===== src/rtl/fb_arb_pkg.sv =====
// Shared constants and helpers for the frame-buffer port A arbiter.
package fb_arb_pkg;

  localparam logic [1:0] ST_IDLE   = 2'd0;
  localparam logic [1:0] ST_GRANT  = 2'd1;
  localparam logic [1:0] ST_LOCKED = 2'd2;

  localparam int FB_ADDR_WIDTH = 17;
  localparam int FB_MAX_ADDR   = 76799;

  // Wide enough for 8 requesters of up to 32 address bits each.
  localparam int SLICE_VEC_W = 256;

  function automatic logic [31:0] fb_addr_slice(input logic [SLICE_VEC_W-1:0] vec,
                                                input int idx, input int w);
    logic [31:0] mask;
    mask = (w >= 32) ? 32'hFFFF_FFFF : ((32'd1 << w) - 32'd1);
    return 32'(vec >> (idx * w)) & mask;
  endfunction

endpackage


===== src/rtl/fb_port_arbiter_rr_pick.sv =====
// Combinational round-robin priority encoder: first eligible bit at or after start.
module rr_pick #(
  parameter int N  = 3,
  parameter int IW = 2
) (
  input  logic [N-1:0]  elig,
  input  logic [IW-1:0] start,
  output logic [N-1:0]  gnt_oh,
  output logic          found
);

  logic [IW:0] idx;

  always_comb begin
    gnt_oh = '0;
    found  = 1'b0;
    idx    = '0;
    for (int k = 0; k < N; k++) begin
      idx = {1'b0, start} + (IW+1)'(k);
      if (idx >= (IW+1)'(N)) idx = idx - (IW+1)'(N);
      if (!found && elig[idx[IW-1:0]]) begin
        gnt_oh[idx[IW-1:0]] = 1'b1;
        found               = 1'b1;
      end
    end
  end

endmodule


===== src/rtl/fb_port_arbiter.sv =====
// Round-robin arbiter with RMW lock in front of frame buffer port A.
module fb_port_arbiter #(
  parameter int NUM_REQ     = 3,
  parameter int ADDR_WIDTH  = fb_arb_pkg::FB_ADDR_WIDTH,
  parameter int FB_MAX_ADDR = fb_arb_pkg::FB_MAX_ADDR
) (
  input  logic                            clk,
  input  logic                            rst_n,
  input  logic [NUM_REQ-1:0]              req,
  input  logic [NUM_REQ-1:0]              lock,
  input  logic [NUM_REQ-1:0]              we_req,
  input  logic [NUM_REQ*ADDR_WIDTH-1:0]   addr_req,
  input  logic [NUM_REQ-1:0]              wdata_req,
  output logic [NUM_REQ-1:0]              gnt,
  output logic [NUM_REQ-1:0]              rvalid,
  output logic                            rdata,
  output logic                            addr_err,
  output logic [ADDR_WIDTH-1:0]           a_addr,
  output logic                            a_data_in,
  output logic                            a_we,
  input  logic                            a_data_out
);
  import fb_arb_pkg::*;

  localparam int IW = $clog2(NUM_REQ);
  localparam logic [ADDR_WIDTH-1:0] MAX_A = ADDR_WIDTH'(FB_MAX_ADDR);

  logic [1:0]            state;
  logic [IW-1:0]         last_grant;
  logic [NUM_REQ-1:0]    owner;
  logic                  rd_req;
  logic                  rd_err;
  logic                  rdata_hold;

  logic [IW-1:0]         start;
  logic [NUM_REQ-1:0]    elig;
  logic [NUM_REQ-1:0]    pick_oh;
  logic                  found;
  logic [IW-1:0]         pick_idx;
  logic [ADDR_WIDTH-1:0] sel_addr;
  logic                  sel_we, sel_wd, sel_lock, sel_err;
  logic [SLICE_VEC_W-1:0] addr_pad;

  assign addr_pad = SLICE_VEC_W'(addr_req);
  assign start    = (last_grant == IW'(NUM_REQ-1)) ? '0 : last_grant + 1'b1;

  // Masking by the current grant keeps any requester from winning back-to-back.
  always_comb begin
    elig = req & ~gnt;
    if (state == ST_LOCKED) elig = elig & owner;
  end

  rr_pick #(.N(NUM_REQ), .IW(IW)) u_pick (
    .elig   (elig),
    .start  (start),
    .gnt_oh (pick_oh),
    .found  (found)
  );

  always_comb begin
    sel_addr = '0;
    sel_we   = 1'b0;
    sel_wd   = 1'b0;
    sel_lock = 1'b0;
    pick_idx = '0;
    for (int i = 0; i < NUM_REQ; i++) begin
      if (pick_oh[i]) begin
        sel_addr = ADDR_WIDTH'(fb_addr_slice(addr_pad, i, ADDR_WIDTH));
        sel_we   = we_req[i];
        sel_wd   = wdata_req[i];
        sel_lock = lock[i];
        pick_idx = IW'(i);
      end
    end
    sel_err = sel_addr > MAX_A;
  end

  always_ff @(posedge clk or negedge rst_n) begin
    if (!rst_n) begin
      state      <= ST_IDLE;
      last_grant <= IW'(NUM_REQ-1);
      owner      <= '0;
      gnt        <= '0;
      a_addr     <= '0;
      a_we       <= 1'b0;
      a_data_in  <= 1'b0;
      addr_err   <= 1'b0;
      rd_req     <= 1'b0;
      rd_err     <= 1'b0;
      rvalid     <= '0;
      rdata_hold <= 1'b0;
    end else begin
      gnt <= found ? pick_oh : '0;
      if (found) begin
        a_addr     <= sel_addr;
        a_we       <= sel_we & ~sel_err;
        a_data_in  <= sel_wd;
        addr_err   <= sel_err;
        rd_req     <= ~sel_we;
        last_grant <= pick_idx;
        if (sel_lock) begin
          state <= ST_LOCKED;
          owner <= pick_oh;
        end else begin
          state <= ST_GRANT;
          owner <= '0;
        end
      end else begin
        a_we     <= 1'b0;
        addr_err <= 1'b0;
        rd_req   <= 1'b0;
        // An owner that drops REQ while locked keeps the port reserved.
        if (state != ST_LOCKED) state <= ST_IDLE;
      end
      rvalid <= rd_req ? gnt : '0;
      rd_err <= addr_err;
      if (|rvalid) rdata_hold <= rdata;
    end
  end

  // BRAM output is already registered; out-of-range reads return 0.
  assign rdata = (|rvalid) ? (rd_err ? 1'b0 : a_data_out) : rdata_hold;

endmodule


===== config.mk =====
export PLATFORM = sky130hd
export DESIGN_NAME = fb_port_arbiter
export DESIGN_NICKNAME = d
export VERILOG_FILES = /design/src/rtl/fb_arb_pkg.sv /design/src/rtl/fb_port_arbiter_rr_pick.sv /design/src/rtl/fb_port_arbiter.sv
export SDC_FILE = /design/constraint.sdc
export NUM_CORES = 1
export LEC_CHECK = 0
export ABC_CLOCK_PERIOD_IN_PS = 4410
export BUFFER_PORTS_ARGS = -buffer_cell sky130_fd_sc_hd__buf_2
export CAP_MARGIN = 20
export CORE_MARGIN = 4
export CORE_UTILIZATION = 45
export DETAILED_ROUTE_END_ITERATION = 8
export PLACE_DENSITY = 0.79
export REMOVE_ABC_BUFFERS = 1
export SYNTH_ARGS = -nofsm -noshare
export SYNTH_HDL_FRONTEND = slang
export SYNTH_SLANG_ARGS = --single-unit

===== constraint.sdc =====
create_clock -name clk -period 4.41 [get_ports clk]
set_input_delay 0.6615 -clock clk [delete_from_list [all_inputs] [get_ports clk]]
set_output_delay 0.6615 -clock clk [all_outputs]
set_load 0.1 [all_outputs]

Word-level counts from Yosys, hierarchy flattened
Cells that the tools add are included.
Storage, ports and cells
  bits in registers: 36
  input bits: 66
Cells by class
  $add $sub $neg: 6
  magnitude comparators: 10
  equality and inequality tests: 3
  multiplexer cells: 48
  bitwise logic cells: 8
  reduce and logical (&&, ||, !) cells: 9
Operators by type and width (count)
  $mux 17: 3
  $mux 1: 24
  $mux 3: 7
  $gt 17x17->1 const B: 1
  $mux 2: 8
  $lt 2x3->1 const B: 3
  $and 3x3->3: 2
  $bmux 1 s2: 3
  $demux 1 s2: 3
  $ge 2x1->1 const B: 3
  $ge 3x2->1 const B: 2
  $or 3x3->3: 2
  $sub 2x2->2 const B: 3
  $logic_and 1x1->1: 5
  $eq 2x2->1 const B: 2
  $add 2x1->3 const B: 1
  $add 2x2->3 const B: 1
  $not 3->3: 1
  $reduce_or 3->1: 1
  $add 2x1->2 const B: 1
  $ge 2x2->1 const B: 1
  $logic_not 1->1: 2
  $ne 2x2->1 const B: 1
  $not 1->1: 2
  other kinds (2): 2

Logic depth before layout (Yosys ltp)
Gate-level depths: netlist (run 1).
  word-level depth: 20
  gate-level depth with buffers: 8

By module
From an unflattened synthesis (run 1), not the netlist that was laid out.
Second synthesis, totals
  cells, all modules: 213
  area, all modules: 2153.3 um2
By module, submodules not included
  fb_port_arbiter: times used 1, cells an instance 175, area each 1881.8 um2, sequential area each 902.1 um2
  rr_pick: times used 1, cells an instance 38, area each 271.5 um2, sequential area each 0.0 um2

Worst setup path after synthesis (run 1)
OpenSTA, ideal clock, no wires.
  path type: reg-to-output
  from: register rvalid[1]
  to: output rdata
  arrival: 3.252 ns
  slack: 0.496 ns
  stages on the path, launching flop included: 3
  path buffers: 0
  cells stage by stage: dfrtp_1 -> nor3_1 -> o21ai_0
Between the ends
  longest elaborated chain between the ends: 2
Ends and longest elaborated chain
  start, declared: RTL line fb_port_arbiter.sv:15  | output logic [NUM_REQ-1:0] rvalid,
  start signal, assigned: RTL line fb_port_arbiter.sv:115  | rvalid <= rd_req ? gnt : '0;
  $reduce_or 3->1: RTL line fb_port_arbiter.sv:122  | assign rdata = (|rvalid) ? (rd_err ? 1'b0 : a_data_out) : rdata_hold;
  $mux 1: RTL line fb_port_arbiter.sv:122
  end, declared: RTL line fb_port_arbiter.sv:16  | output logic rdata,
Every way passes these cells.

Worst setup path after layout (run 1)
  from: register state[1]
  to: register addr_err
Between the ends
  longest elaborated chain between the ends: 16
Ends and longest elaborated chain
  start, declared: RTL line fb_port_arbiter.sv:28  | logic [1:0] state;
  start signal, assigned: RTL line fb_port_arbiter.sv:80  | state <= ST_IDLE;
  start signal, assigned: RTL line fb_port_arbiter.sv:102  | state <= ST_LOCKED;
  start signal, assigned: RTL line fb_port_arbiter.sv:105  | state <= ST_GRANT;
  $eq 2x2->1 *: RTL line fb_port_arbiter.sv:50  | if (state == ST_LOCKED) elig = elig & owner;
  $mux 3 *: RTL line fb_port_arbiter.sv:50
  $bmux 1 s2: RTL line fb_port_arbiter_rr_pick.sv:21  | if (!found && elig[idx[IW-1:0]]) begin
  $mux 1 (not written as such): RTL line fb_port_arbiter_rr_pick.sv:21
  $mux 1: RTL line fb_port_arbiter_rr_pick.sv:21
  $logic_not 1->1: RTL line fb_port_arbiter_rr_pick.sv:21
  $logic_and 1x1->1: RTL line fb_port_arbiter_rr_pick.sv:21
  $mux 1: RTL line fb_port_arbiter_rr_pick.sv:21
  $logic_not 1->1: RTL line fb_port_arbiter_rr_pick.sv:21
  $logic_and 1x1->1: RTL line fb_port_arbiter_rr_pick.sv:21
  $mux 3: RTL line fb_port_arbiter_rr_pick.sv:21
  $mux 17 (3 in a row): RTL line fb_port_arbiter.sv:67  | if (pick_oh[i]) begin
  $gt 17x17->1: RTL line fb_port_arbiter.sv:75  | sel_err = sel_addr > MAX_A;
  $mux 1 *: RTL line fb_port_arbiter.sv:94  | if (found) begin
  end signal, assigned: RTL line fb_port_arbiter.sv:98  | addr_err <= sel_err;
  end, declared: RTL line fb_port_arbiter.sv:17  | output logic addr_err,
Every way passes the cells marked *; elsewhere a longest branch is shown, timed or not. The select of a mux whose other input is x is not followed.
A chain may end at the register's enable or synchronous reset.

==> results of run 1 <==
## worst max-delay path, cell delays in order (launching register included)
cell	delay (ps)
dfrtp_1	400
nor3b_1	160
or4b_1	680
o21a_4	350
a22o_1	280
a21oi_1	220
o311ai_1	130
## area by class of cell
type | instances | area, um2
fillers | 328 | 1390
flip-flops and latches | 36 | 902
multi-input cells | 119 | 821
repair buffers | 93 | 468
clock buffers | 8 | 100
well taps | 48 | 60.1
inverters | 2 | 7.51
## metrics by stage
step / setup slack [ps] / instance area, um2 / instances / util [%]
2_1_floorplan: 496 / 1710 / 157 / -
3_3_place_gp: 1930 / 2260 / 298 / 60.3
3_5_place_dp: 1910 / 2260 / 298 / 60.3
4_1_cts: 2080 / 2360 / 306 / 63.0
5_1_grt: 1930 / 2360 / 306 / 63.0
6_report: 2060 / 2360 / 306 / 63.0
## kinds of logic after synthesis
family | count (synthesis) | synth area share, %
AOI/OAI and AO/OA | 52 | 25.1
buffers and inverters | 12 | 3.95
muxes | 1 | 0.564
DFF | 36 | 50.8
and+or+nand+nor | 66 | 19.5
## placed cells by master, fill, tap and decap left out, drive strengths merged, types with 2 or more instances in the layout
| cell type | instances |
|---|---|
| inv | 2 |
| a21oi | 7 |
| nand2 | 27 |
| a22oi | 4 |
| nor3 | 2 |
| nand2b | 4 |
| and2 | 3 |
| o311ai | 2 |
| a221o | 4 |
| or2 | 4 |
| o21ai | 6 |
| or3b | 2 |
| clkbuf | 8 |
| a21o | 2 |
| nor3b | 3 |
| nor2 | 8 |
| buf | 93 |
| nand4 | 4 |
| dfrtp | 35 |
| a222oi | 11 |
| a22o | 4 |
| nand3 | 2 |
| o211a | 3 |
## layer usage
layer  vias to the layer above  routed length [um]
met1                       797                2110
met5                         -                   0
li1                        818                   -
met2                        97                2140
met3                         7                 564
met4                         0                  65
## worst max-delay path by stage
stage          endpoint  slack (ps)  cells after the start
2_1_floorplan     rdata         500                      2
3_3_place_gp       a_we        1930                      6
3_5_place_dp       a_we        1910                      6
4_1_cts        addr_err        2080                      6
5_1_grt            a_we        1930                      6
6_report       addr_err        2060                      6
## state kept, by name, summed over array words and instances, names as in the netlist
register    count
rdata_hold      1
addr_err        1
state           2
rvalid          3
owner           3
a_we            1
rd_req          1
gnt             3
rd_err          1
a_addr         17
a_data_in       1
last_grant      2
==> impl_metrics.json, run 1 <==
{
  "grt_use_met1_pct": 26.8,
  "async_reset_ff_share_pct": 100,
  "ys_types": 45,
  "initial_core_util_pct": 47.4,
  "cts_tree": "done",
  "reg2reg_slack_ps": 2060,
  "diodes": 0,
  "port_buffers": 92,
  "num_rows": 22,
  "ys.flop_type": "dfrtp_1",
  "hold_start": "addr_err",
  "grt_start_max_net_pins": 37,
  "die_y_um": 70.8,
  "grt_pass1_wl_mm": 7.85,
  "syn_area_per_cell_um2": 10.6,
  "fmax_mhz": 426,
  "maxCapViolations": 0,
  "h-tree-depth": 2,
  "cts_buffer_depth": 2,
  "syn_to_final_growth_pct": 32.9,
  "drt_pass1_iterations": 6,
  "hpwl_mm": 3.68,
  "die_w_um": 70.8,
  "cp-end-kind": "flip-flop",
  "cp.arrival_ps": 2500,
  "grt-ovfl-total": 0,
  "worstMarginPinSlew_ps": 885,
  "seq_area_frac_synth_pct": 50.8,
  "yosys.cell_count.top_type": "dfrtp_1",
  "numCtsBuffers": 5,
  "fin_crit_sh_pct": 53.3,
  "worst_clock_skew_ps": 7.39,
  "use_met3_pct": 6.25,
  "cts-resized-gates": 0,
  "cp.required_ps": 4560,
  "synth_seq_cells": 36,
  "antenna_found_initial": 0,
  "dieArea_um2": 5010,
  "drive_gt1_share_pct": 42.6,
  "hold_viol": 0,
  "drt_iter0_markers": 157,
  "drc": 0,
  "holdPathEnd": "rd_err",
  "hold_path_depth": 0,
  "synth_edf_count": 0,
  "postSynthCellCount": 167,
  "vias_per_cell": 5.62,
  "drt_wl_total_mm": 4.88,
  "tns_ps": 0,
  "grt_busiest_layer": "met2",
  "fin_crit_ps": 2350,
  "coreArea_um2": 3740,
  "wl_per_cell_um": 15.9,
  "yosysTopAreaCellShare_pct": 49.4,
  "whs_ps": 392,
  "num_io_pins": 93,
  "startpoint": "state[1]",
  "cts_setup_buffers": 0,
  "nets": 323,
  "insertion_delay_ps": 290,
  "cts_root_buf": "clkbuf_8",
  "critPathMaxFanout": 16,
  "startpoint_type": "flip-flop",
  "drv_slew": 0,
  "setup_violations": 0,
  "syn_area_um2": 1770,
  "path_class": "flip-flop to flip-flop",
  "r2r-start": "state[1]",
  "grt_use_met2_pct": 30.5,
  "grt_pass1_vias": 1697,
  "routabilityCongestion": 0.809,
  "relSlewSlack_pct": 41.0,
  "synth_top_cell_by_area": "dfrtp_1",
  "holdBufCountCts": 0,
  "via_count": 1719,
  "status": "finished, final reports clean",
  "ys.warnings.count": 0,
  "track_usage_pct": 19.9,
  "rsz0062_at_grt": "false",
  "reg2regPathDepth": 6,
  "worstReg2RegEnd": "addr_err",
  "clock_sinks": 36,
  "ys_top_cells_by_count": "dfrtp_1, nand2_1, a222oi_1",
  "clk_pin_slew_ps": 70,
  "hp-class": "flip-flop to flip-flop",
  "synth_area_leaders": "dfrtp_1, a222oi_1, nand2_1, a221o_1, a21oi_1",
  "ant_nets": 0
}
Power of run 1 is left out: the tool's default activity adds up to more than one toggle a clock period on the data nets, which glitch-free logic cannot reach.
==> inputs of run 2 (changes only) <==
--- a/config.mk
+++ b/config.mk
@@ -5,13 +5,14 @@
 export SDC_FILE = /design/constraint.sdc
 export NUM_CORES = 1
 export LEC_CHECK = 0
-export ABC_CLOCK_PERIOD_IN_PS = 4410
+export ABC_AREA = 1
+export ABC_CLOCK_PERIOD_IN_PS = 1950
 export BUFFER_PORTS_ARGS = -buffer_cell sky130_fd_sc_hd__buf_2
 export CAP_MARGIN = 20
 export CORE_MARGIN = 4
-export CORE_UTILIZATION = 45
+export CORE_UTILIZATION = 41
 export DETAILED_ROUTE_END_ITERATION = 8
-export PLACE_DENSITY = 0.79
+export PLACE_DENSITY = 0.74
 export REMOVE_ABC_BUFFERS = 1
 export SYNTH_ARGS = -nofsm -noshare
 export SYNTH_HDL_FRONTEND = slang
==> constraint.sdc (replaced) <==
create_clock -name clk -period 1.95 [get_ports clk]
set_input_delay 0.2925 -clock clk [delete_from_list [all_inputs] [get_ports clk]]
set_output_delay 0.2925 -clock clk [all_outputs]
set_load 0.1 [all_outputs]
==> impl_metrics.json, run 2 <==
{
  "status": "finished with violations",
  "violations": "setup timing",
  "track_usage_pct": 19.1,
  "grt_start_max_net_pins": 37,
  "synth_top_family_by_area": "simple AND/OR/NAND/NOR gates",
  "vias_per_cell": 4.84,
  "maxCapViolations": 0,
  "synth_fa_ha_area_share_pct": 0,
  "initial_core_util_pct": 43.1,
  "fin_crit_ps": 2010,
  "hp-class": "primary input to flip-flop",
  "critPathMaxFanout": 6,
  "synth_seq_cells": 36,
  "startpoint_type": "flip-flop",
  "h-tree-depth": 2,
  "cts_buffer_depth": 2,
  "drive_gt1_share_pct": 48.9,
  "num_rows": 24,
  "fin_ws_ps": -60.1,
  "hold_viol": 0,
  "reg2regPathDepth": 12,
  "async_reset_ff_share_pct": 100,
  "seq_area_frac_synth_pct": 47.1,
  "die_y_um": 76.4,
  "hold_path_depth": 3,
  "relSlewSlack_pct": 67.2,
  "fin_crit_sh_pct": 103,
  "hpwl_mm": 4.12,
  "setup_violations": 5,
  "fmax_mhz": 497,
  "syn_to_final_growth_pct": 51.9,
  "antenna_found_initial": 0,
  "drv_slew": 0,
  "top_register": "a_addr",
  "drt_iter0_markers": 92,
  "seqCellArea_um2": 905,
  "n_fill_cell": 393,
  "grt-ovfl-total": 0,
  "ys_types": 30,
  "ys.warnings.count": 0,
  "cts_root_buf": "clkbuf_8",
  "synth_edf_count": 0,
  "largest_reg_flops": 17,
  "synthMuxAreaShare_pct": 0,
  "clock_sinks": 36,
  "coreArea_um2": 4440,
  "cp.arrival_ps": 2230,
  "diodes": 0,
  "cp-end-kind": "flip-flop",
  "numCtsBuffers": 5,
  "cts_tree": "done",
  "num_io_pins": 93,
  "insertion_delay_ps": 280,
  "cp.required_ps": 2170,
  "drt_wl_total_mm": 5.64,
  "path_class": "flip-flop to flip-flop",
  "tns_ps": -189,
  "routabilityCongestion": 0.884,
  "grt_pass1_vias": 2098,
  "clk_pin_slew_ps": 70,
  "multi_input_area_um2": 1030,
  "port_buffers": 92,
  "ys_top_cells_by_count": "nand2_1, dfrtp_1, nand3_1",
  "synthXorXnorAreaFrac_pct": 0,
  "dieArea_um2": 5830,
  "synth_area_leaders": "dfrtp_1, nand2_1, nand3_1, inv_1, o21ai_0",
  "wl_per_cell_um": 13.4,
  "layout_commonest_cell": "buf_2",
  "synth_compound_area_share_pct": 7.71,
  "drc": 0,
  "syn_area_um2": 1920,
  "layout_common_cells": "buf_2, nand2_1, dfrtp_1, buf_4, inv_1",
  "grt_pass1_wl_mm": 9.14,
  "yosys.cell_count.top_type": "nand2_1",
  "postSynthCellCount": 248,
  "synthSimpleGateAreaFrac_pct": 37.3,
  "drt_pass1_iterations": 4,
  "yosysTopAreaCellShare_pct": 45.7,
  "via_count": 2044,
  "nets": 435,
  "ys.flop_type": "dfrtp_1",
  "die_w_um": 76.4,
  "worst_clock_skew_ps": 6.74,
  "synth_top_cell_by_area": "dfrtp_1",
  "rsz0062_at_grt": "true",
  "ant_nets": 0,
  "syn_area_per_cell_um2": 7.72,
  "worstMarginPinSlew_ps": 495
}
==> run 2: changes by cell type after synthesis, sizes merged, moves of 4 or more <==
cell,delta
nand2,+76
inv,+21
a221o,-4
nand3,+28
o21ai,+8
nand2b,-4
nor2,+4
a222oi,-11
==> run 2: per-layer routing <==
layer	track usage (%)	wire length [um]	up-vias
li1	-	-	1032
met1	23.1	2390	940
met2	33.4	2830	64
met3	4.61	348	8
met4	5.98	74	0
met5	0	0	-
==> run 2: final cells by class <==
type,count,share of cell area [%]
Sequential cell,36,31.1
Tap cell,52,2.24
Inverter,23,3.31
Multi-Input combinational cell,181,35.3
Timing Repair Buffer,122,24.9
Clock inverter,2,0.344
Clock buffer,6,2.84
==> run 2: logic make-up (layout without fill, tap and decap cells) <==
kind of cell,Yosys count,count (layout)
buffers and inverters,32,153
AO/OA/AOI/OAI,26,26
AND/OR/NAND/NOR,154,155
flip-flops,36,36
==> run 2: worst paths after layout <==
check / slack [ps] / to / startpoint
worst max-delay path: -60 / state[1] / last_grant[1]
worst min-delay path: 210 / a_addr[15] / addr_req[49]
worst max register to register: -60 / state[1] / last_grant[1]
worst min register to register: 380 / rd_err / addr_err
max in group asynchronous: 1190 / last_grant[1] / rst_n
min in group asynchronous: 500 / state[0] / rst_n
==> run 2: through the flow <==
stage / hold slack (ps) / worst slack (ps) / instances / utilization, % / area, um2
6_report: 213 / -60.1 / 422 / 65.5 / 2910
5_1_grt: 221 / -164 / 422 / 65.5 / 2910
4_1_cts: 215 / 1.47 / 421 / 62.8 / 2790
3_5_place_dp: 271 / -98.9 / 405 / 57.9 / 2570
3_3_place_gp: 270 / -12.8 / 405 / 57.9 / 2570
2_1_floorplan: -3.09 / -1730 / 239 / - / 1850
==> run 2: worst max-delay path: stages, from the launching register on <==
cell and delay, ps:
dfstp_2 660, nor2_4 70, nand3_2 80, nand3_4 100
inv_4 80, nand4_1 210, nand2_2 220, inv_1 100
o21ai_1 130, o21ai_0 90, nand2_1 80, nor2_2 50
nor2_1 80
==> run 2: repair_timing <==
action / CTS / global route
setup buffers: 6 / 1
endpoints found under the hold margin: 35 / 0
cloned: 1 / 0
endpoints found under the setup margin: 6 / 17
gates resized for setup: 14 / 31
hold buffers: 1 / 0
pin swaps: 4 / 10
Power of run 2 is left out for the same reason.
